### src/rtl/regfile_sequencer_if.sv
// Bundle between instruction decode, regfile_sequencer and the 8+1 register file.
// slave = sequencer view; master = decode/register-file side.
interface regfile_sequencer_if #(
  parameter int DW = 8,
  parameter int AW = 3
);
  // Request handshake and op status
  logic          req_valid;
  logic          req_ready;
  logic [2:0]    op;
  logic [AW-1:0] rd;
  logic [AW-1:0] rs;
  logic [DW-1:0] imm;
  logic          busy;
  logic          done;

  // Register-file drive and read-back
  logic [AW-1:0] sa;
  logic [AW-1:0] sb;
  logic [AW-1:0] sd;
  logic          ta;
  logic          tb;
  logic          td;
  logic          rw;
  logic [DW-1:0] ddata;
  logic [DW-1:0] adata;
  logic [DW-1:0] bdata;

  // Flags
  logic          zf;
  logic          cf;

  modport slave (
    input  req_valid, op, rd, rs, imm, adata, bdata,
    output req_ready, busy, done, sa, sb, sd, ta, tb, td, rw, ddata, zf, cf
  );

  modport master (
    output req_valid, op, rd, rs, imm, adata, bdata,
    input  req_ready, busy, done, sa, sb, sd, ta, tb, td, rw, ddata, zf, cf
  );
endinterface

### src/rtl/regfile_sequencer.sv
// Expands one macro-op per handshake into 1-3 register-file cycles (SWAP goes through T).
// Optional macro REGSEQ_FLAGS_EN enables registered ZF/CF updated by ADD/SUB/ADDI.
module regfile_sequencer #(
  parameter int DW = 8,
  parameter int AW = 3
) (
  input  logic                 clk,
  input  logic                 rst,
  regfile_sequencer_if.slave   bus
);

  typedef enum logic [1:0] {IDLE, EX1, EX2, EX3} state_e;

  typedef enum logic [2:0] {
    OP_NOP  = 3'd0,
    OP_MOV  = 3'd1,
    OP_LDI  = 3'd2,
    OP_SWAP = 3'd3,
    OP_ADD  = 3'd4,
    OP_SUB  = 3'd5,
    OP_ADDI = 3'd6,
    OP_CLR  = 3'd7
  } op_e;

  state_e        state;
  op_e           op_q;
  logic [AW-1:0] rd_q;
  logic [AW-1:0] rs_q;
  logic [DW-1:0] imm_q;
  logic          done_q;

  // NOTE: all state below uses non-blocking assignments so every register
  // samples pre-edge values regardless of statement order.
  always_ff @(posedge clk or posedge rst) begin
    if (rst) begin
      state  <= IDLE;
      op_q   <= OP_NOP;
      rd_q   <= '0;
      rs_q   <= '0;
      imm_q  <= '0;
      done_q <= 1'b0;
    end else begin
      done_q <= 1'b0;
      unique case (state)
        IDLE: begin
          if (bus.req_valid) begin
            state <= EX1;
            op_q  <= op_e'(bus.op);
            rd_q  <= bus.rd;
            rs_q  <= bus.rs;
            imm_q <= bus.imm;
          end
        end
        EX1: begin
          if (op_q == OP_SWAP) begin
            state <= EX2;
          end else begin
            state  <= IDLE;
            done_q <= 1'b1;
          end
        end
        EX2: state <= EX3;
        EX3: begin
          state  <= IDLE;
          done_q <= 1'b1;
        end
        default: state <= IDLE;
      endcase
    end
  end

  // Held low while reset is asserted so decode never sees a spurious accept window.
  assign bus.req_ready = (state == IDLE) && !rst;
  assign bus.busy      = (state != IDLE);
  assign bus.done      = done_q;

  // NOTE: every output gets a default first so no path through the case
  // statements leaves a value unassigned (which would infer a latch).
  always_comb begin
    bus.sa    = '0;
    bus.sb    = '0;
    bus.sd    = '0;
    bus.ta    = 1'b0;
    bus.tb    = 1'b0;
    bus.td    = 1'b0;
    bus.rw    = 1'b0;
    bus.ddata = '0;
    unique case (state)
      EX1: begin
        unique case (op_q)
          OP_NOP: ;
          OP_MOV: begin
            bus.sa    = rs_q;
            bus.sd    = rd_q;
            bus.rw    = 1'b1;
            bus.ddata = bus.adata;
          end
          OP_LDI: begin
            bus.sd    = rd_q;
            bus.rw    = 1'b1;
            bus.ddata = imm_q;
          end
          OP_SWAP: begin
            bus.sa    = rd_q;
            bus.td    = 1'b1;
            bus.rw    = 1'b1;
            bus.ddata = bus.adata;
          end
          OP_ADD, OP_SUB: begin
            bus.sa    = rd_q;
            bus.sb    = rs_q;
            bus.sd    = rd_q;
            bus.rw    = 1'b1;
            bus.ddata = (op_q == OP_ADD) ? bus.adata + bus.bdata
                                         : bus.adata - bus.bdata;
          end
          OP_ADDI: begin
            bus.sa    = rd_q;
            bus.sd    = rd_q;
            bus.rw    = 1'b1;
            bus.ddata = bus.adata + imm_q;
          end
          OP_CLR: begin
            bus.sd    = rd_q;
            bus.rw    = 1'b1;
          end
          default: ;
        endcase
      end
      EX2: begin
        bus.sa    = rs_q;
        bus.sd    = rd_q;
        bus.rw    = 1'b1;
        bus.ddata = bus.adata;
      end
      EX3: begin
        bus.ta    = 1'b1;
        bus.sd    = rs_q;
        bus.rw    = 1'b1;
        bus.ddata = bus.adata;
      end
      default: ;
    endcase
  end

`ifdef REGSEQ_FLAGS_EN
  logic [DW:0] wide;
  logic        zf_q;
  logic        cf_q;

  // One extra bit carries the ADD/ADDI carry-out or the SUB borrow.
  always_comb begin
    unique case (op_q)
      OP_ADD:  wide = {1'b0, bus.adata} + {1'b0, bus.bdata};
      OP_SUB:  wide = {1'b0, bus.adata} - {1'b0, bus.bdata};
      default: wide = {1'b0, bus.adata} + {1'b0, imm_q};
    endcase
  end

  always_ff @(posedge clk or posedge rst) begin
    if (rst) begin
      zf_q <= 1'b0;
      cf_q <= 1'b0;
    end else if (state == EX1 &&
                 (op_q == OP_ADD || op_q == OP_SUB || op_q == OP_ADDI)) begin
      zf_q <= (wide[DW-1:0] == '0);
      cf_q <= wide[DW];
    end
  end

  assign bus.zf = zf_q;
  assign bus.cf = cf_q;
`else
  assign bus.zf = 1'b0;
  assign bus.cf = 1'b0;
`endif

endmodule

### src/flat_wrapper.sv
// flat-port wrapper written by rule: the top's interface ports become plain ports
module regfile_sequencer_flat 
#(
  parameter int DW = 8,
  parameter int AW = 3
)
  (clk, rst, bus_req_valid, bus_op, bus_rd, bus_rs, bus_imm, bus_adata, bus_bdata, bus_req_ready, bus_busy, bus_done, bus_sa, bus_sb, bus_sd, bus_ta, bus_tb, bus_td, bus_rw, bus_ddata, bus_zf, bus_cf);
  regfile_sequencer_if #(.DW(DW), .AW(AW)) bus_i ();
  input  logic clk;
  input  logic rst;
  input wire logic [$bits(bus_i.req_valid)-1:0] bus_req_valid;
  input wire logic [$bits(bus_i.op)-1:0] bus_op;
  input wire logic [$bits(bus_i.rd)-1:0] bus_rd;
  input wire logic [$bits(bus_i.rs)-1:0] bus_rs;
  input wire logic [$bits(bus_i.imm)-1:0] bus_imm;
  input wire logic [$bits(bus_i.adata)-1:0] bus_adata;
  input wire logic [$bits(bus_i.bdata)-1:0] bus_bdata;
  output wire logic [$bits(bus_i.req_ready)-1:0] bus_req_ready;
  output wire logic [$bits(bus_i.busy)-1:0] bus_busy;
  output wire logic [$bits(bus_i.done)-1:0] bus_done;
  output wire logic [$bits(bus_i.sa)-1:0] bus_sa;
  output wire logic [$bits(bus_i.sb)-1:0] bus_sb;
  output wire logic [$bits(bus_i.sd)-1:0] bus_sd;
  output wire logic [$bits(bus_i.ta)-1:0] bus_ta;
  output wire logic [$bits(bus_i.tb)-1:0] bus_tb;
  output wire logic [$bits(bus_i.td)-1:0] bus_td;
  output wire logic [$bits(bus_i.rw)-1:0] bus_rw;
  output wire logic [$bits(bus_i.ddata)-1:0] bus_ddata;
  output wire logic [$bits(bus_i.zf)-1:0] bus_zf;
  output wire logic [$bits(bus_i.cf)-1:0] bus_cf;
  assign bus_i.req_valid = bus_req_valid;
  assign bus_i.op = bus_op;
  assign bus_i.rd = bus_rd;
  assign bus_i.rs = bus_rs;
  assign bus_i.imm = bus_imm;
  assign bus_i.adata = bus_adata;
  assign bus_i.bdata = bus_bdata;
  assign bus_req_ready = bus_i.req_ready;
  assign bus_busy = bus_i.busy;
  assign bus_done = bus_i.done;
  assign bus_sa = bus_i.sa;
  assign bus_sb = bus_i.sb;
  assign bus_sd = bus_i.sd;
  assign bus_ta = bus_i.ta;
  assign bus_tb = bus_i.tb;
  assign bus_td = bus_i.td;
  assign bus_rw = bus_i.rw;
  assign bus_ddata = bus_i.ddata;
  assign bus_zf = bus_i.zf;
  assign bus_cf = bus_i.cf;
  regfile_sequencer #(.DW(DW), .AW(AW)) u_core (.clk(clk), .rst(rst), .bus(bus_i));
endmodule
### config.mk
export PLATFORM = sky130hd
export DESIGN_NAME = regfile_sequencer_flat
export DESIGN_NICKNAME = d
export VERILOG_FILES = /design/src/rtl/regfile_sequencer_if.sv /design/src/rtl/regfile_sequencer.sv /design/src/flat_wrapper.sv
export SDC_FILE = /design/constraint.sdc
export NUM_CORES = 1
export LEC_CHECK = 0
export CAP_MARGIN = 15
export CORE_ASPECT_RATIO = 2
export CORE_MARGIN = 1
export CORE_UTILIZATION = 47
export DETAILED_ROUTE_END_ITERATION = 10
export HOLD_SLACK_MARGIN = 0.02
export PLACE_DENSITY_LB_ADDON = 0.15
export SLEW_MARGIN = 30
export SYNTH_ARGS = -nofsm -noshare
export SYNTH_HDL_FRONTEND = slang
export SYNTH_SLANG_ARGS = --single-unit
### constraint.sdc
create_clock -name clk -period 4.4 [get_ports clk]
set_clock_uncertainty 0.2 [all_clocks]
set_input_delay 0.88 -clock clk [delete_from_list [all_inputs] [get_ports clk]]
set_output_delay 0.88 -clock clk [all_outputs]
set_load 0.05 [all_outputs]
==> metrics.txt <==
CTS H-Tree Depth 1; Die Ht about 94 um; Yosys reg bits 20; synthesized area per cell approximately 8.4 um^2; Worst-path clk slew 0.07 ns; total grt overflow 0; WP data required 3.32 ns; Placer Congestion between 0.9 and 1; library cells used by synthesis 57; antenna diode count 0; Hold WC Path Type register to register; Leak between 1 and 1.5 nW; area added between synthesis and finish 53.04%; drt drc 0; TritonCTS clock tree done; unrepaired setup endpoints after global routing true; path depth of the worst reg2reg path 4; pwr dens roughly 820 nW/um^2; Via Count ~2100; asr flop ratio synth 1.000; met3 Use GR 0.05769; GRT Total Usage 0.3001; Relative slew margins 0.5022; Detailed Route WL 6.274 mm; maximum buffer depth of the clock tree 2; VDD IR max 0.0007615 V; Worst setup SP type input pin; RR Startpoint u_core.state[0]; fill cell count 327; antenna violations before repair 0; CP Data Arrival Time 3.29 ns; Setup violations, final 0; Post-Synth Adder-Cell Area 0.09241; Final #Nets roughly 360; Slew Limit Fails 0; Worst Hold End u_core.rd_q[0]; Main synth FF type dfrtp_1; CTS Sinks 20; Synthesis Warnings 0; vias in the first global route 2127; Clock Latency Late Sink about 0.25 ns; post-synthesis compound-gate area fraction 0.1987; io pins 62; sequential area share after synthesis 0.2532; final hold vios 0; most crowded layer after global routing met2; GR Util met2 0.5124; Hold Startpoint u_core.rd_q[0]; synthesized cell area 1977 um^2; DRT iter0 DRCs 37; period utilization 0.9939; status complete, no violations; port bufs between 50 and 60; Die Area about 4500 um^2; Core Area 4046 um^2; WL/cell between 15 and 20 um; max cap viols 0; Post-synth EDFFs 0; CP endpoint kind output port; final core occ 0.7477; Initial Utilization 0.4886; Setup Crit Path Kind input pin to output port; Post-Synth Simple-Gate Area 0.2494; layout cells sized above 1 0.2724; Power, Total between 0.002 and 0.0025 W; r2r setup slk roughly 2.4 ns; CTS Buf Count 3; Synth Area in XOR/XNOR 0.008861; drt via density roughly 5.7; DRT Pass-1 Iters 4; multiplexer share of the synthesized area 0.1386; first-pass GRT wire length ~9.6 mm; Row Count 33; Max Fclk ~230 MHz; CTS Root Cell clkbuf_8; min cycle time layout ~4.4 ns; Reg-to-Reg End u_core.op_q[2]; Post-Synthesis Cells between 200 and 250; hpwl dp ~4.8 mm; pin count of the biggest net entering global routing 23; grt met1 use 0.2864; CP Max Fanout 2; largest family of logic cells by synthesized area simple AND/OR/NAND/NOR gates; worst-margin pin slew around 0.75 ns; hold path depth 1; Die Width 47.86 um; Antenna Violating Nets Remaining 0
logic make-up (layout without fill, tap and decap cells):
kind of cell    after synthesis  count (layout)
fa+ha+maj                    14              14
buf+inv                      22              97
mux                          25              25
flops                        20              20
simple gates                 93              93
compound gates               58              58
xor+xnor                      2               2
other cells                   1               3
layer usage:
metal,part of all wire,vias to the layer above,wire length [um]
met5,0,-,0
met4,0.053,0,331
met3,0.040,22,254
met2,0.56,72,3507
met1,0.35,990,2179
li1,-,1008,-
power breakdown:
| group | internal, W | total, W | switching, W |
|---|---|---|---|
| registers | 0.000279 | 0.000382 | 0.000103 |
| logic | 0.000810 | 0.00193 | 0.00112 |
| clock network | 0.000121 | 0.000182 | 0.0000606 |
worst max-delay path: stages:
cell and delay, ns:
buf_8 0.10, inv_4 0.05, ha_4 0.12, or3b_4 0.39
nor3_4 0.13, a21oi_1 0.08, nor2_1 0.10, nor2_1 0.06
ha_2 0.17, or4_4 0.50, o22a_1 0.20, nand2b_4 0.15
o221ai_4 0.18, buf_12 0.17
stage by stage:
stage          setup WS, ns   TNS (ns)  area, um^2  hold WS [ns]  instances
4_1_cts           -0.003897  -0.003897        2959        0.3467        363
3_3_place_gp        -0.4434     -1.510        2796        0.3271        356
5_1_grt            -0.05438    -0.1399        3025        0.3619        364
3_5_place_dp        -0.4877     -1.710        2796        0.3295        356
2_1_floorplan       0.07318          0        2013        0.2887        237
6_report            0.02671          0        3025        0.3459        364
flip-flops by register name (all words and copies together), names as in the netlist, named ones only:
register,count
u_core.imm_q,8
u_core.op_q,3
u_core.rd_q,3
u_core.rs_q,3
u_core.bus.done,1
u_core.state,1
how the worst max path moves through the flow:
stage                     slack [ns]  cells past startpoint          from            to
after floorplan                 0.07                     12  bus_bdata[0]  bus_ddata[7]
after global placement         -0.44                     14  bus_bdata[0]  bus_ddata[7]
after detailed placement       -0.49                     14  bus_bdata[1]  bus_ddata[7]
after CTS                     -0.004                     13  bus_bdata[0]  bus_ddata[7]
after global routing           -0.05                     14  bus_bdata[1]  bus_ddata[7]
final                           0.03                     14  bus_bdata[1]  bus_ddata[7]
synth_stat cells, types with 3 or more instances:
library cell	count	area, um^2
nand2b_1	3	18.77
nor2b_1	8	50.05
clkbuf_1	3	11.26
a21oi_1	14	70.07
o21bai_1	3	22.52
nor3b_1	5	37.54
mux2_2	19	214.0
buf_4	4	30.03
mux2i_1	6	60.06
nor3_1	6	30.03
a32oi_1	3	26.28
dfrtp_1	20	500.5
nand3_1	4	20.02
a22oi_1	8	60.06
nand2_1	18	67.56
inv_1	10	37.54
nor2_1	26	97.59
and3_1	4	25.02
ha_1	13	162.7
o21ai_0	10	50.05
area by class of cell:
type,count,area (um^2),share of cell area
multi-input combinational,195,1508,0.4983
inverter,10,42.54,0.01406
clock buffer,3,41.29,0.01365
timing repair buffer,83,838.3,0.2771
tap,52,65.06,0.02151
sequential,20,500.5,0.1654
clock inverter,1,30.03,0.009926
repair_timing:
item                                    4_1_cts  5_1_grt
pin swaps                                    20       14
gates resized for setup                      35       13
endpoints found under the setup margin        6        5
hold buffers                                  0        0
buffers inserted                              3        1
cells in the final DEF (no fill, tap or decap), types with 4 or more instances in the layout:
cell type        instances
nor3_1                   4
nor2b_1                  8
ha_1                     8
o21ai_0                  9
dfrtp_1                 20
nand2_1                 17
buf_12                   5
a21oi_1                 13
nand3_1                  4
clkdlybuf4s50_1         45
inv_1                    8
buf_6                    4
nor2_1                  23
nor3b_1                  5
mux2i_1                  6
a22oi_1                  8
buf_4                   24
and3_1                   4
mux2_2                  19
No activity file was read; power rests on OpenSTA's default activity.
